[src/rtl/conv_rd_addr_gen.sv]
// conv_rd_addr_gen
//   Read-side address sequencer for the 2D convolution datapath. Once the
//   ifmd buffer (IFMD_W x IFMD_W, row-major) and kernel buffer are loaded, a
//   start walks every output pixel and, within it, every kernel tap, issuing
//   one ifmd/kernel read-address pair per cycle with MAC framing flags.
//
//   Build option: define ZERO_PAD_EN for "same" convolution (D = IFMD_W, taps
//   outside the map flagged with pad_zero). Without it the block performs
//   "valid" convolution and pad_zero is tied low.
//
// Ports
//   clk, rst          clock; synchronous active-low reset
//   start             begin a pass (accepted only in IDLE)
//   is_5x5            kernel size select, latched on accepted start
//   stall             freeze the sequence; no tap issued while high
//   busy              high from the cycle after start through the done cycle
//   rd_valid          outputs below carry a valid tap this cycle
//   ifmd_rd_addr      ifmd read address (0 for padded taps)
//   kw_rd_addr        kernel read address, kr*K+kc
//   pad_zero          tap lies outside the map; MAC uses 0
//   acc_first         first tap of the output pixel (clear accumulator)
//   acc_last          last tap of the output pixel (write result)
//   out_addr          output pixel index, orow*D+ocol
//   done              one-cycle pulse after the final tap
module conv_rd_addr_gen #(
  parameter int IFMD_W      = 8,
  parameter int IFMD_ADDR_W = 6,
  parameter int KW_ADDR_W   = 5
) (
  input  logic                   clk,
  input  logic                   rst,
  input  logic                   start,
  input  logic                   is_5x5,
  input  logic                   stall,
  output logic                   busy,
  output logic                   rd_valid,
  output logic [IFMD_ADDR_W-1:0] ifmd_rd_addr,
  output logic [KW_ADDR_W-1:0]   kw_rd_addr,
  output logic                   pad_zero,
  output logic                   acc_first,
  output logic                   acc_last,
  output logic [IFMD_ADDR_W-1:0] out_addr,
  output logic                   done
);

  localparam int OW = $clog2(IFMD_W);

  // Largest output row/col index (D-1) for each kernel size.
`ifdef ZERO_PAD_EN
  localparam int DMAX3 = IFMD_W - 1;
  localparam int DMAX5 = IFMD_W - 1;
`else
  localparam int DMAX3 = IFMD_W - 3;
  localparam int DMAX5 = IFMD_W - 5;
`endif

  typedef enum logic [1:0] {S_IDLE, S_RUN, S_DONE} state_t;

  state_t state, state_nx;

  // Counters always point at the next tap to be issued.
  logic          is5_q, is5_nx;
  logic [2:0]    kc, kr, kc_nx, kr_nx;
  logic [OW-1:0] ocol, orow, ocol_nx, orow_nx;
  logic          last_q, last_nx;   // the final tap has been issued

  logic                   busy_nx, rd_valid_nx, done_nx;
  logic [IFMD_ADDR_W-1:0] ifmd_nx, out_nx;
  logic [KW_ADDR_W-1:0]   kw_nx;
  logic                   pad_nx, first_nx, lastf_nx;

  // Tap source and its successor
  logic          k5;
  logic [2:0]    kmax;
  logic [OW-1:0] dmax;
  int            k_i;
  logic [2:0]    s_kc, s_kr, i_kc, i_kr;
  logic [OW-1:0] s_ocol, s_orow, i_ocol, i_orow;
  logic          s_final;

  // Tap arithmetic in int so nothing truncates before the final address.
  int            r_i, c_i;
  logic          pad_t;
  logic [IFMD_ADDR_W-1:0] addr_t;
  logic          issue;

  always_comb begin
    // In IDLE the kernel size comes straight from the input so the first
    // tap can be issued on the accepting edge.
    k5    = (state == S_IDLE) ? is_5x5 : is5_q;
    kmax  = k5 ? 3'd4 : 3'd2;
    dmax  = k5 ? OW'(DMAX5) : OW'(DMAX3);
    k_i   = k5 ? 5 : 3;

    s_kc   = (state == S_IDLE) ? 3'd0  : kc;
    s_kr   = (state == S_IDLE) ? 3'd0  : kr;
    s_ocol = (state == S_IDLE) ? '0    : ocol;
    s_orow = (state == S_IDLE) ? '0    : orow;

    // Nested wrap/carry: kc -> kr -> ocol -> orow
    i_kc   = s_kc + 3'd1;
    i_kr   = s_kr;
    i_ocol = s_ocol;
    i_orow = s_orow;
    if (s_kc == kmax) begin
      i_kc = 3'd0;
      i_kr = s_kr + 3'd1;
      if (s_kr == kmax) begin
        i_kr   = 3'd0;
        i_ocol = s_ocol + OW'(1);
        if (s_ocol == dmax) begin
          i_ocol = '0;
          i_orow = (s_orow == dmax) ? '0 : s_orow + OW'(1);
        end
      end
    end
    s_final = (s_kc == kmax) && (s_kr == kmax) &&
              (s_ocol == dmax) && (s_orow == dmax);

    r_i = int'(s_orow) + int'(s_kr);
    c_i = int'(s_ocol) + int'(s_kc);
`ifdef ZERO_PAD_EN
    // Centre the window: shift by P = (K-1)/2 = kmax/2.
    r_i   = r_i - int'(kmax) / 2;
    c_i   = c_i - int'(kmax) / 2;
    pad_t = (r_i < 0) || (r_i >= IFMD_W) || (c_i < 0) || (c_i >= IFMD_W);
`else
    pad_t = 1'b0;
`endif
    addr_t = pad_t ? '0 : IFMD_ADDR_W'(r_i * IFMD_W + c_i);

    // Next-state / next-output defaults: hold everything, no pulse.
    state_nx    = state;
    is5_nx      = is5_q;
    kc_nx       = kc;
    kr_nx       = kr;
    ocol_nx     = ocol;
    orow_nx     = orow;
    last_nx     = last_q;
    busy_nx     = busy;
    rd_valid_nx = 1'b0;
    done_nx     = 1'b0;
    ifmd_nx     = ifmd_rd_addr;
    kw_nx       = kw_rd_addr;
    pad_nx      = pad_zero;
    first_nx    = acc_first;
    lastf_nx    = acc_last;
    out_nx      = out_addr;
    issue       = 1'b0;

    case (state)
      S_IDLE: begin
        busy_nx = 1'b0;
        if (start) begin
          state_nx = S_RUN;
          is5_nx   = is_5x5;
          busy_nx  = 1'b1;
          issue    = 1'b1;
        end
      end
      S_RUN: begin
        if (stall) begin
          // hold counters and outputs; rd_valid already defaults low
        end else if (last_q) begin
          state_nx = S_DONE;
          done_nx  = 1'b1;
        end else begin
          issue = 1'b1;
        end
      end
      S_DONE: begin
        state_nx = S_IDLE;
        busy_nx  = 1'b0;
      end
      default: state_nx = S_IDLE;
    endcase

    if (issue) begin
      rd_valid_nx = 1'b1;
      ifmd_nx     = addr_t;
      kw_nx       = KW_ADDR_W'(int'(s_kr) * k_i + int'(s_kc));
      pad_nx      = pad_t;
      first_nx    = (s_kr == 3'd0) && (s_kc == 3'd0);
      lastf_nx    = (s_kr == kmax) && (s_kc == kmax);
      out_nx      = IFMD_ADDR_W'(int'(s_orow) * (int'(dmax) + 1) + int'(s_ocol));
      kc_nx       = i_kc;
      kr_nx       = i_kr;
      ocol_nx     = i_ocol;
      orow_nx     = i_orow;
      last_nx     = s_final;
    end
  end

  always_ff @(posedge clk) begin
    if (!rst) begin
      state        <= S_IDLE;
      is5_q        <= 1'b0;
      kc           <= 3'd0;
      kr           <= 3'd0;
      ocol         <= '0;
      orow         <= '0;
      last_q       <= 1'b0;
      busy         <= 1'b0;
      rd_valid     <= 1'b0;
      done         <= 1'b0;
      ifmd_rd_addr <= '0;
      kw_rd_addr   <= '0;
      pad_zero     <= 1'b0;
      acc_first    <= 1'b0;
      acc_last     <= 1'b0;
      out_addr     <= '0;
    end else begin
      state        <= state_nx;
      is5_q        <= is5_nx;
      kc           <= kc_nx;
      kr           <= kr_nx;
      ocol         <= ocol_nx;
      orow         <= orow_nx;
      last_q       <= last_nx;
      busy         <= busy_nx;
      rd_valid     <= rd_valid_nx;
      done         <= done_nx;
      ifmd_rd_addr <= ifmd_nx;
      kw_rd_addr   <= kw_nx;
      pad_zero     <= pad_nx;
      acc_first    <= first_nx;
      acc_last     <= lastf_nx;
      out_addr     <= out_nx;
    end
  end

endmodule

[config.mk]
export PLATFORM = sky130hd
export DESIGN_NAME = conv_rd_addr_gen
export DESIGN_NICKNAME = d
export VERILOG_FILES = /design/src/rtl/conv_rd_addr_gen.sv
export SDC_FILE = /design/constraint.sdc
export NUM_CORES = 1
export LEC_CHECK = 0
export ABC_AREA = 1
export CORE_AREA = 2 2 81 83
export DETAILED_ROUTE_END_ITERATION = 10
export DIE_AREA = 0 0 83 85
export PLACE_DENSITY_LB_ADDON = 0.05
export SLEW_MARGIN = 25
export SYNTH_ARGS = -nofsm -noshare
export SYNTH_HDL_FRONTEND = slang
export SYNTH_SLANG_ARGS = --single-unit
[constraint.sdc]
create_clock -name clk -period 2.9 [get_ports clk]
set_clock_uncertainty 0.2 [all_clocks]
set_input_delay 0.29 -clock clk [delete_from_list [all_inputs] [get_ports clk]]
set_output_delay 0.29 -clock clk [all_outputs]
set_load 0.05 [all_outputs]
[Word level (Yosys, flattened, before mapping)]
Index checks and enable logic that the tools add are counted.
W data, S select, Z words.
Operators by class
  add/subtract/negate cells: 10
  multipliers: 2
  equality and inequality tests: 9
  muxes and demuxes: 29
  bitwise logic cells: 2
  reduce and logical (&&, ||, !) cells: 11
Operator list (count)
  $mux W3: 17
  $add A3 B1 Y3 const B: 4
  $eq A3 B3 Y1: 4
  $add A6 B3 Y6: 1
  $add A6 B4 Y6: 1
  $logic_not A3 Y1: 2
  $mul A3 B4 Y6: 1
  $mux W1: 6
  $mux W2: 3
  $ne A2 B2 Y1 const B: 3
  $add A5 B3 Y5: 1
  $mul A3 B3 Y5: 1
  $add A3 B1 Y4 const B: 1
  $add A3 B3 Y4: 1
  $logic_and A1 B1 Y1: 4
  $pmux W1 S2: 2
  $pmux W2 S2: 1
  $add A3 B3 Y3: 1
  $reduce_and A3 Y1: 1
  $reduce_or A3 Y1: 1
  $eq A2 B1 Y1 const B: 1
  $eq A2 B2 Y1 const B: 1
  $logic_not A2 Y1: 1
  $not A1 Y1: 2
  other kinds (2): 2
Word-level totals
  register bits after elaboration: 38
  input bits: 5
  output and inout bits: 23
  word-level logic and storage cells: 78

[Logic depth before layout (Yosys ltp)]
Gate-level depths: netlist (run 1).
  depth after elaboration: 8
  depth in mapped cells: 16
  gate-level depth less buffers: 16

[Worst setup path before layout (run 1)]
No wires, ideal clock.
  path kind: register to register
  start point: register state[1]
  end point: register kw_rd_addr[2]
  library setup time: 0.117 ns
  data arrival time: 2.473 ns
  data required time: 2.583 ns
  path slack: 0.111 ns
  cell stages (with the launch flop): 11
  path buffers: 0
  clock period less this slack: 2.789 ns
  cells stage by stage: dfxtp_1 -> nor2_4 -> nand2_1 -> nand2_2 -> nand2_1 -> o21ai_0 -> inv_1 -> ha_1 -> fa_1 -> fa_1 -> a22o_1
On the way
  word-level cells in the longest chain between the ends: 5
  elaborated cells between the ends (all ways): 9
  classes of those cells: 1 x add/sub; 1 x mul; 1 x eq/ne; 5 x mux; 1 x reduce/logical
Ends and longest elaborated chain
  start: declaration: RTL line 59  | state_t state, state_nx;
  start signal: assignment: RTL line 213  | state <= state_nx;
  $logic_not A2 Y1
  $mux W1: RTL line 90  | k5 = (state == S_IDLE) ? is_5x5 : is5_q;
  $mux W3: RTL line 93  | k_i = k5 ? 5 : 3;
  $mul A3 B3 Y5: RTL line 181  | kw_nx = KW_ADDR_W'(int'(s_kr) * k_i + int'(s_kc));
  $add A5 B3 Y5: RTL line 181
  end signal: assignment: RTL line 224  | kw_rd_addr <= kw_nx;
  end: declaration: RTL line 38  | output logic [KW_ADDR_W-1:0] kw_rd_addr,
Parallel ways exist; a longest one is shown, timed or not.
A chain may end at the register's enable or synchronous reset.

[Final worst setup path (run 1)]
  start point: input port is_5x5
  end point: register out_addr[4]
On the way
  word-level cells in the longest chain between the ends: 5
Ends and longest elaborated chain
  start: declaration: RTL line 33  | input logic is_5x5,
  $mux W1: RTL line 90
  $mux W3: RTL line 92  | dmax = k5 ? OW'(DMAX5) : OW'(DMAX3);
  $add A3 B1 Y4: RTL line 185  | out_nx = IFMD_ADDR_W'(int'(s_orow) * (int'(dmax) + 1) + int'(s_ocol));
  $mul A3 B4 Y6: RTL line 185
  $add A6 B3 Y6: RTL line 185
  end signal: assignment: RTL line 228  | out_addr <= out_nx;
  end: declaration: RTL line 42  | output logic [IFMD_ADDR_W-1:0] out_addr,
No other way between the ends.

==> results of run 1 <==
-- Yosys cell counts, drive strengths merged --
library cell	number	area share, %
dfxtp	38	31
o31ai	1	0.31
or2	3	0.77
xnor2	2	0.72
o211ai	1	0.31
a32oi	1	0.36
nand2	96	16
nor2	24	5.1
o21ai	19	3.9
nand3	20	4.5
o41ai	1	0.36
o22ai	1	0.26
nand4	3	0.77
inv	43	6.7
nand3b	2	0.62
clkbuf	2	0.31
conb	1	0.15
a21oi	10	2.1
o221ai	1	0.36
xor2	4	1.4
ha	29	15
and2	1	0.26
a32o	1	0.41
buf	5	1.1
a22o	7	2.5
o21bai	1	0.31
nor4	2	0.52
fa	4	3.3
-- repair_timing --
action	4_1_cts	5_1_grt
endpoints found under the setup margin	0	4
resized for setup	0	10
buffers inserted	0	6
-- metrics by stage --
step	hold slack [ps]	power, uW	TNS, ps
final	254	1140	0
after detailed placement	240	753	-588
after floorplan	226	682	0
after global placement	240	753	-426
after global routing	273	1200	-3.14
after CTS	256	1140	0
-- worst max path at each step --
stage / from / end / slack, ps / depth (start not counted)
3_3_place_gp: is_5x5 / kw_rd_addr[2]$_SDFFE_PN0P_ / -130 / 10
3_5_place_dp: is_5x5 / kw_rd_addr[4]$_SDFFE_PN0P_ / -150 / 13
2_1_floorplan: state[1]$_SDFFE_PN0P_ / kw_rd_addr[2]$_SDFFE_PN0P_ / 110 / 10
6_report: is_5x5 / out_addr[4]$_SDFFE_PN0P_ / 140 / 13
4_1_cts: state[1]$_SDFFE_PN0P_ / kw_rd_addr[4]$_SDFFE_PN0P_ / 20 / 14
5_1_grt: state[1]$_SDFFE_PN0P_ / out_addr[4]$_SDFFE_PN0P_ / -3 / 13
-- power by group --
| part | switching [uW] | internal (uW) |
|---|---|---|
| logic | 134 | 77.0 |
| registers | 7.91 | 535 |
| clock network | 191 | 192 |
| total | 333 | 804 |
-- worst reg2reg max path: cells and delay by family, from the launching register on --
kind / cells / cell delay, ps
flip-flops: 1 / 360
adder cells (fa/ha/maj): 5 / 1350
AND/OR/NAND/NOR: 3 / 250
AO/OA/AOI/OAI: 1 / 70
buffers and inverters: 3 / 270
XOR/XNOR: 1 / 170
-- cells in the final DEF (no fill, tap or decap), types with 2 or more instances in the layout --
| master | instances |
|---|---|
| nand2_4 | 2 |
| nor2_2 | 4 |
| nand2_1 | 87 |
| xor2_1 | 4 |
| nand4_1 | 3 |
| nor2_1 | 18 |
| or2_2 | 3 |
| buf_4 | 28 |
| a21oi_1 | 10 |
| dfxtp_1 | 36 |
| inv_1 | 39 |
| o21ai_0 | 15 |
| fa_1 | 4 |
| clkbuf_8 | 6 |
| inv_2 | 3 |
| clkdlybuf4s50_1 | 26 |
| a22o_1 | 7 |
| o21ai_1 | 4 |
| nand3b_1 | 2 |
| xnor2_1 | 2 |
| nor4_1 | 2 |
| nand3_1 | 18 |
| nand3_2 | 2 |
| ha_1 | 27 |
| nand2_2 | 7 |
-- layout make-up --
class	instances	area [um^2]	area share (%)
clock inverter	1	5.00	0.162
inverter	43	164	5.32
tap	77	96.3	3.12
timing repair buffer	55	482	15.6
clock buffer	7	86.3	2.80
multi-input combinational	235	1480	48.1
sequential	38	766	24.8
-- routing by layer --
layer  global-route usage [%]  part of all wire (%)  vias to the layer above
li1                         -                     -                     1158
met1                     22.8                    48                      993
met2                     29.1                    46                       38
met3                     2.92                   3.8                       12
met4                     5.66                   2.2                        0
met5                        0                     0                        -
-- cell families after synthesis --
kind of cell,synth area share (%)
AOI/OAI and AO/OA,11.2
xor gates and xnor gates,2.17
adders and majority gates,18.3
buffers and inverters,8.11
DFF,31.4
other,0.155
and+or+nand+nor,28.7
-- sequential cells by signal, summed over array words and instances, names as in the netlist --
register and flops:
acc_last 1, kw_rd_addr 5, orow 3, rd_valid 1
state 2, acc_first 1, out_addr 6, ifmd_rd_addr 6
kr 3, is5_q 1, last_q 1, busy 1
done 1, kc 3, ocol 3
==> flow_metrics.py, run 1 <==
metrics = {
    "floorplan": {
        "dieWidth_um": 83,
        "io_pins": 28,
        "die_area_mm2": 0.00706,
        "start_util_pct": 39.1,
        "die_height_um": 85,
        "core_area_mm2": 0.00620,
        "rows": 29,
    },
    "clock_tree": {
        "worstSkewPairLatency_ps": 290,
        "cts_tree": "built",
        "cts_hold_buf": 0,
        "clk_pin_slew_ps": 80,
        "cts.htree.levels": 2,
        "cts_root_buf": "clkbuf_8",
        "cts_buffers": 5,
        "clkSinkCount": 38,
        "cts_buffer_depth": 2,
    },
    "yosys": {
        "yosys_register_bits": 38,
        "postSynthCellCount": 323,
        "synthesis.nets": 361,
        "syn_area_mm2": 0.00242,
        "yosys_warnings": 0,
        "ys_seq_area_share_pct": 31.4,
        "synth_cell_types": 37,
        "syn_area_per_cell_um2": 7.50,
    },
    "cells_and_area": {
        "fill_cells": 626,
        "fin_cells": 456,
        "design_area_mm2": 0.00308,
        "drive_gt1_share_pct": 16.9,
        "num_antenna_cells": 0,
        "nets": 416,
        "fin_util_pct": 49.7,
        "syn_to_final_growth_pct": 27.2,
    },
    "critical_path": {
        "worst-path-buf-inv": 4,
        "crit_chain": "clkdlybuf4s50_1, inv_1, nand2_1, nand2_2, buf_4, ha_1, ha_1, ha_1, ha_2, inv_1, fa_1, xor2_1, o21ai_1",
        "endpoint_kind": "flip-flop",
        "path_delay_family": "adder cells",
        "cpMostUsedCell": "ha_1",
        "cpMaxStageDelayCell": "clkdlybuf4s50_1",
        "start_kind": "input pin",
        "required_ps": 2880,
        "rrSetupSlack_ps": 140,
        "slowest_delay_ps": 480,
        "worstRegToRegCells": 13,
        "arrival_ps": 2740,
        "crit_path_max_fanout": 4,
        "timing.rr.start": "state[1]$_SDFFE_PN0P_",
        "reg2reg_to": "out_addr[4]$_SDFFE_PN0P_",
        "path_class": "input pin to flip-flop",
    },
    "sta": {
        "worst_pin_slew_ps": 500,
        "finalMaxSlewViolations": 0,
        "slew_headroom_pct": 66.6,
        "fin_crit_sh_pct": 95.2,
        "post-route-min-period_ps": 2760,
        "setup_viol": 0,
        "report.final.hold_viol_count": 0,
        "fmax_mhz": 362,
        "timing.final.ws_setup_ps": 138,
    },
    "place": {
        "dpl_cell_area_mm2": 0.00292,
        "post-place-cells": 442,
        "routabilityCongestion": 0.816,
        "io_buffers": 26,
        "place_ws_ps": -151,
        "dp_hpwl_mm": 4.66,
    },
    "route": {
        "detail-route-antenna-nets": 0,
        "drt_wl_total_mm": 5.91,
        "wl_per_cell_um": 13.0,
        "drt-pass1-iter-count": 4,
        "vias": 2201,
        "drtIter0Drc": 54,
        "drc_errors": 0,
        "via_per_inst": 4.83,
    },
    "min_path": {
        "hold_path_end": "orow[1]$_SDFFE_PN0P_",
        "worstHoldPathCells": 2,
        "min_from": "orow[1]$_SDFFE_PN0P_",
        "hp-class": "flip-flop to flip-flop",
    },
    "status": {
        "status": "complete, no violations",
    },
    "power": {
        "irDropWorstVdd_mv": 0.179,
        "powerDensity_mw_per_mm2": 369,
        "leakage_uw": 0.00160,
    },
    "job": {
        "drv_cap": 0,
    },
    "grt": {
        "antenna_found_initial": 0,
        "grt_pass1_wl_mm": 9.77,
        "grt_pass1_vias": 2115,
        "grt-ovfl-total": 0,
        "track_usage_pct": 17.3,
        "grt_max_degree": 18,
    },
}
No activity file was read; power rests on OpenSTA's default activity.
==> inputs of run 2 (changes only) <==
ABC_AREA = default   (was 1)
CORE_AREA = 2 2 82 84   (was 2 2 81 83)
DIE_AREA = 0 0 84 86   (was 0 0 83 85)
HOLD_SLACK_MARGIN = 0.05   (was default)
==> run 2 against run 1 <==
Against the previous run:
- global-route usage is 1.5 points higher
- register-to-register slack worse by 300 ps
- sequential power about the same
- routed wire length rose by 7.6%
- total power grew 3.5%
- setup slack got worse by 320 ps
- largest power group unchanged
- count of clock-buffer cells in the layout up 1
- final area increased by 5.0%
- synthesized area up 2.0%
- the run now ends with negative setup slack left
- worst hold slack better by 3.8 ps
==> flow_metrics.py, run 2 <==
metrics = {
    "status": {
        "status": "complete, but fails checks",
        "failed_checks": "negative setup slack",
    },
    "yosys": {
        "yosysMostFrequentCell": "dfxtp_1",
        "ys_seq_area_share_pct": 30.8,
        "synth_edf_count": 0,
        "synth_ff_type": "dfxtp_1",
        "syn_area_per_cell_um2": 8.89,
        "yosys_register_bits": 38,
        "yosys_warnings": 0,
        "synthesis.nets": 316,
        "synth_cell_types": 56,
        "async_flop_share_pct": 0,
        "postSynthCellCount": 278,
        "synth_top_cells_by_count": "dfxtp_1 (38), nand2_1 (36), ha_1 (29), nor2_1 (17)",
        "synth_top_area_cell": "dfxtp_1",
        "syn_area_mm2": 0.00247,
        "synth.top_cell.area_share_pct": 30.8,
        "synth.area.top_cells": "dfxtp_1 (31%), ha_1 (15%), nand2_1 (5.5%), fa_1 (3.2%), xnor2_1 (2.8%)",
    },
    "min_path": {
        "hp-class": "flip-flop to flip-flop",
        "min_from": "out_addr[4]$_SDFFE_PN0P_",
        "hold_path_end": "out_addr[4]$_SDFFE_PN0P_",
        "worstHoldPathCells": 2,
    },
    "cells_and_area": {
        "reg_top3": "ifmd_rd_addr x6, out_addr x6, kw_rd_addr x5",
        "syn_to_final_growth_pct": 30.9,
        "num_antenna_cells": 0,
        "nets": 368,
        "final_common_cell": "dfxtp_1",
        "mostFrequentLayoutCells": "dfxtp_1 (36), nand2_1 (35), buf_4 (29), clkdlybuf4s50_1 (26), ha_1 (23)",
        "drive_gt1_share_pct": 20.5,
    },
    "clock_tree": {
        "cts_buffer_depth": 2,
        "cts_buffers": 5,
        "clk_pin_slew_ps": 80,
        "cts_hold_buf": 0,
        "cts.htree.levels": 2,
        "clkSinkCount": 38,
        "cts_tree": "built",
        "cts_root_buf": "clkbuf_8",
        "worstSkewPairLatency_ps": 290,
    },
    "route": {
        "drc_errors": 0,
        "drt-pass1-iter-count": 4,
        "drtIter0Drc": 156,
        "drt_wl_total_mm": 6.36,
        "detail-route-antenna-nets": 0,
        "wl_per_cell_um": 15.6,
        "via_per_inst": 5.20,
        "vias": 2121,
    },
    "critical_path": {
        "rrSetupSlack_ps": -160,
        "slowest_delay_ps": 530,
        "path_class": "input pin to flip-flop",
        "cpMaxStageDelayCell": "clkdlybuf4s50_1",
        "start_kind": "input pin",
        "required_ps": 2890,
        "timing.rr.start": "state[0]$_SDFFE_PN0P_",
        "crit_chain": "clkdlybuf4s50_1, mux2i_4, buf_4, buf_6, buf_6, buf_6, buf_4, ha_4, ha_4, ha_4, ha_2, inv_1, fa_2, nand2_1, o211a_1",
        "arrival_ps": 3070,
        "reg2reg_to": "out_addr[3]$_SDFFE_PN0P_",
        "endpoint_kind": "flip-flop",
        "crit_path_max_fanout": 2,
        "worstRegToRegCells": 15,
    },
    "power": {
        "leakage_uw": 0.00139,
        "clkPwrFrac_pct": 37.5,
        "p_switching_uw": 329,
        "p_int_uw": 846,
        "pwr-share-comb_pct": 16.5,
        "powerDensity_mw_per_mm2": 363,
        "irDropWorstVdd_mv": 0.260,
        "power_frac_seq_pct": 46.0,
        "switching_share_pct": 28.0,
    },
    "grt": {
        "antenna_found_initial": 0,
        "grt_pass1_wl_mm": 10.8,
        "track_usage_pct": 18.8,
        "grt-ovfl-total": 0,
        "grt_max_degree": 23,
        "grt_pass1_vias": 2100,
    },
    "floorplan": {
        "core_area_mm2": 0.00628,
        "rows": 29,
        "die_area_mm2": 0.00722,
        "dieWidth_um": 84,
        "die_height_um": 86,
        "start_util_pct": 39.4,
        "io_pins": 28,
    },
    "sta": {
        "slew_headroom_pct": 50.3,
        "post-route-min-period_ps": 3080,
        "timing.final.ws_setup_ps": -179,
        "finalMaxSlewViolations": 0,
        "hold_slack_ps": 258,
        "report.final.hold_viol_count": 0,
        "fmax_mhz": 325,
        "worst_pin_slew_ps": 746,
        "rsz0062_at_grt": "yes",
        "fin_crit_sh_pct": 106,
        "finalSetupTns_ps": -722,
        "setup_viol": 6,
    },
    "place": {
        "io_buffers": 26,
        "routabilityCongestion": 0.844,
        "dp_hpwl_mm": 4.64,
    },
    "job": {
        "drv_cap": 0,
    },
}
[run 2: logic make-up after synthesis]
group	synth area share, %
xor gates and xnor gates	3.90
DFF	30.8
buffers and inverters	4.81
AOI/OAI and AO/OA	19.0
and+or+nand+nor	22.2
muxes	1.32
adders and majority gates	17.9
other	0.152
[run 2: critical path: cells and delay by family]
kind	cells	cell delay (ps)
buffers and inverters	7	1150
AO/OA/AOI/OAI	1	120
AND/OR/NAND/NOR	1	50
adder cells (fa/ha/maj)	5	1340
multiplexers	1	100
[run 2: area by class of cell]
type / count / area [um^2]
Clock buffer: 8 / 110
Fill cell: 604 / 3040
Inverter: 12 / 45.0
Multi-Input combinational cell: 215 / 1710
Sequential cell: 38 / 766
Tap cell: 77 / 96.3
Timing Repair Buffer: 58 / 512
[run 2: metrics by stage]
stage	setup WS (ps)	area (um^2)	power [uW]	utilization, %	std cells
3_5_place_dp	-423	2980	731	47.4	392
5_1_grt	-308	3240	1220	51.5	408
4_1_cts	-197	3100	1170	49.4	401
6_report	-179	3240	1180	51.5	408
2_1_floorplan	-220	2530	667	-	278
3_3_place_gp	-396	2980	732	47.4	392
[run 2: power groups by stage]
stage	registers [uW]	logic (uW)	clock network, uW
final	541	193	441
after floorplan	586	80.2	0
after global placement	554	179	0
after global routing	543	208	471
after detailed placement	554	177	0
after CTS	542	181	452
[run 2: what timing repair did]
action	in CTS	in global routing
setup buffers	1	8
endpoints found under the setup margin	6	7
resized for setup	3	18
endpoints found under the hold margin	0	0
pin swaps	0	13
[run 2: worst max-delay path by stage]
stage,startpoint,endpoint,slack (ps),cells after the start
after floorplan,state[0]$_SDFFE_PN0P_,kw_rd_addr[4]$_SDFFE_PN0P_,-220,13
after global placement,is_5x5,kw_rd_addr[4]$_SDFFE_PN0P_,-400,12
after detailed placement,is_5x5,kw_rd_addr[4]$_SDFFE_PN0P_,-420,12
after CTS,state[1]$_SDFFE_PN0P_,kw_rd_addr[4]$_SDFFE_PN0P_,-200,12
after global routing,state[1]$_SDFFE_PN0P_,kw_rd_addr[4]$_SDFFE_PN0P_,-310,12
final,is_5x5,out_addr[3]$_SDFFE_PN0P_,-180,15
[run 2: layer usage]
metal	GRT usage (%)	routed length, um
met1	26.1	3160
met2	30.5	2910
met3	3.37	233
met4	4.69	61
met5	0	0
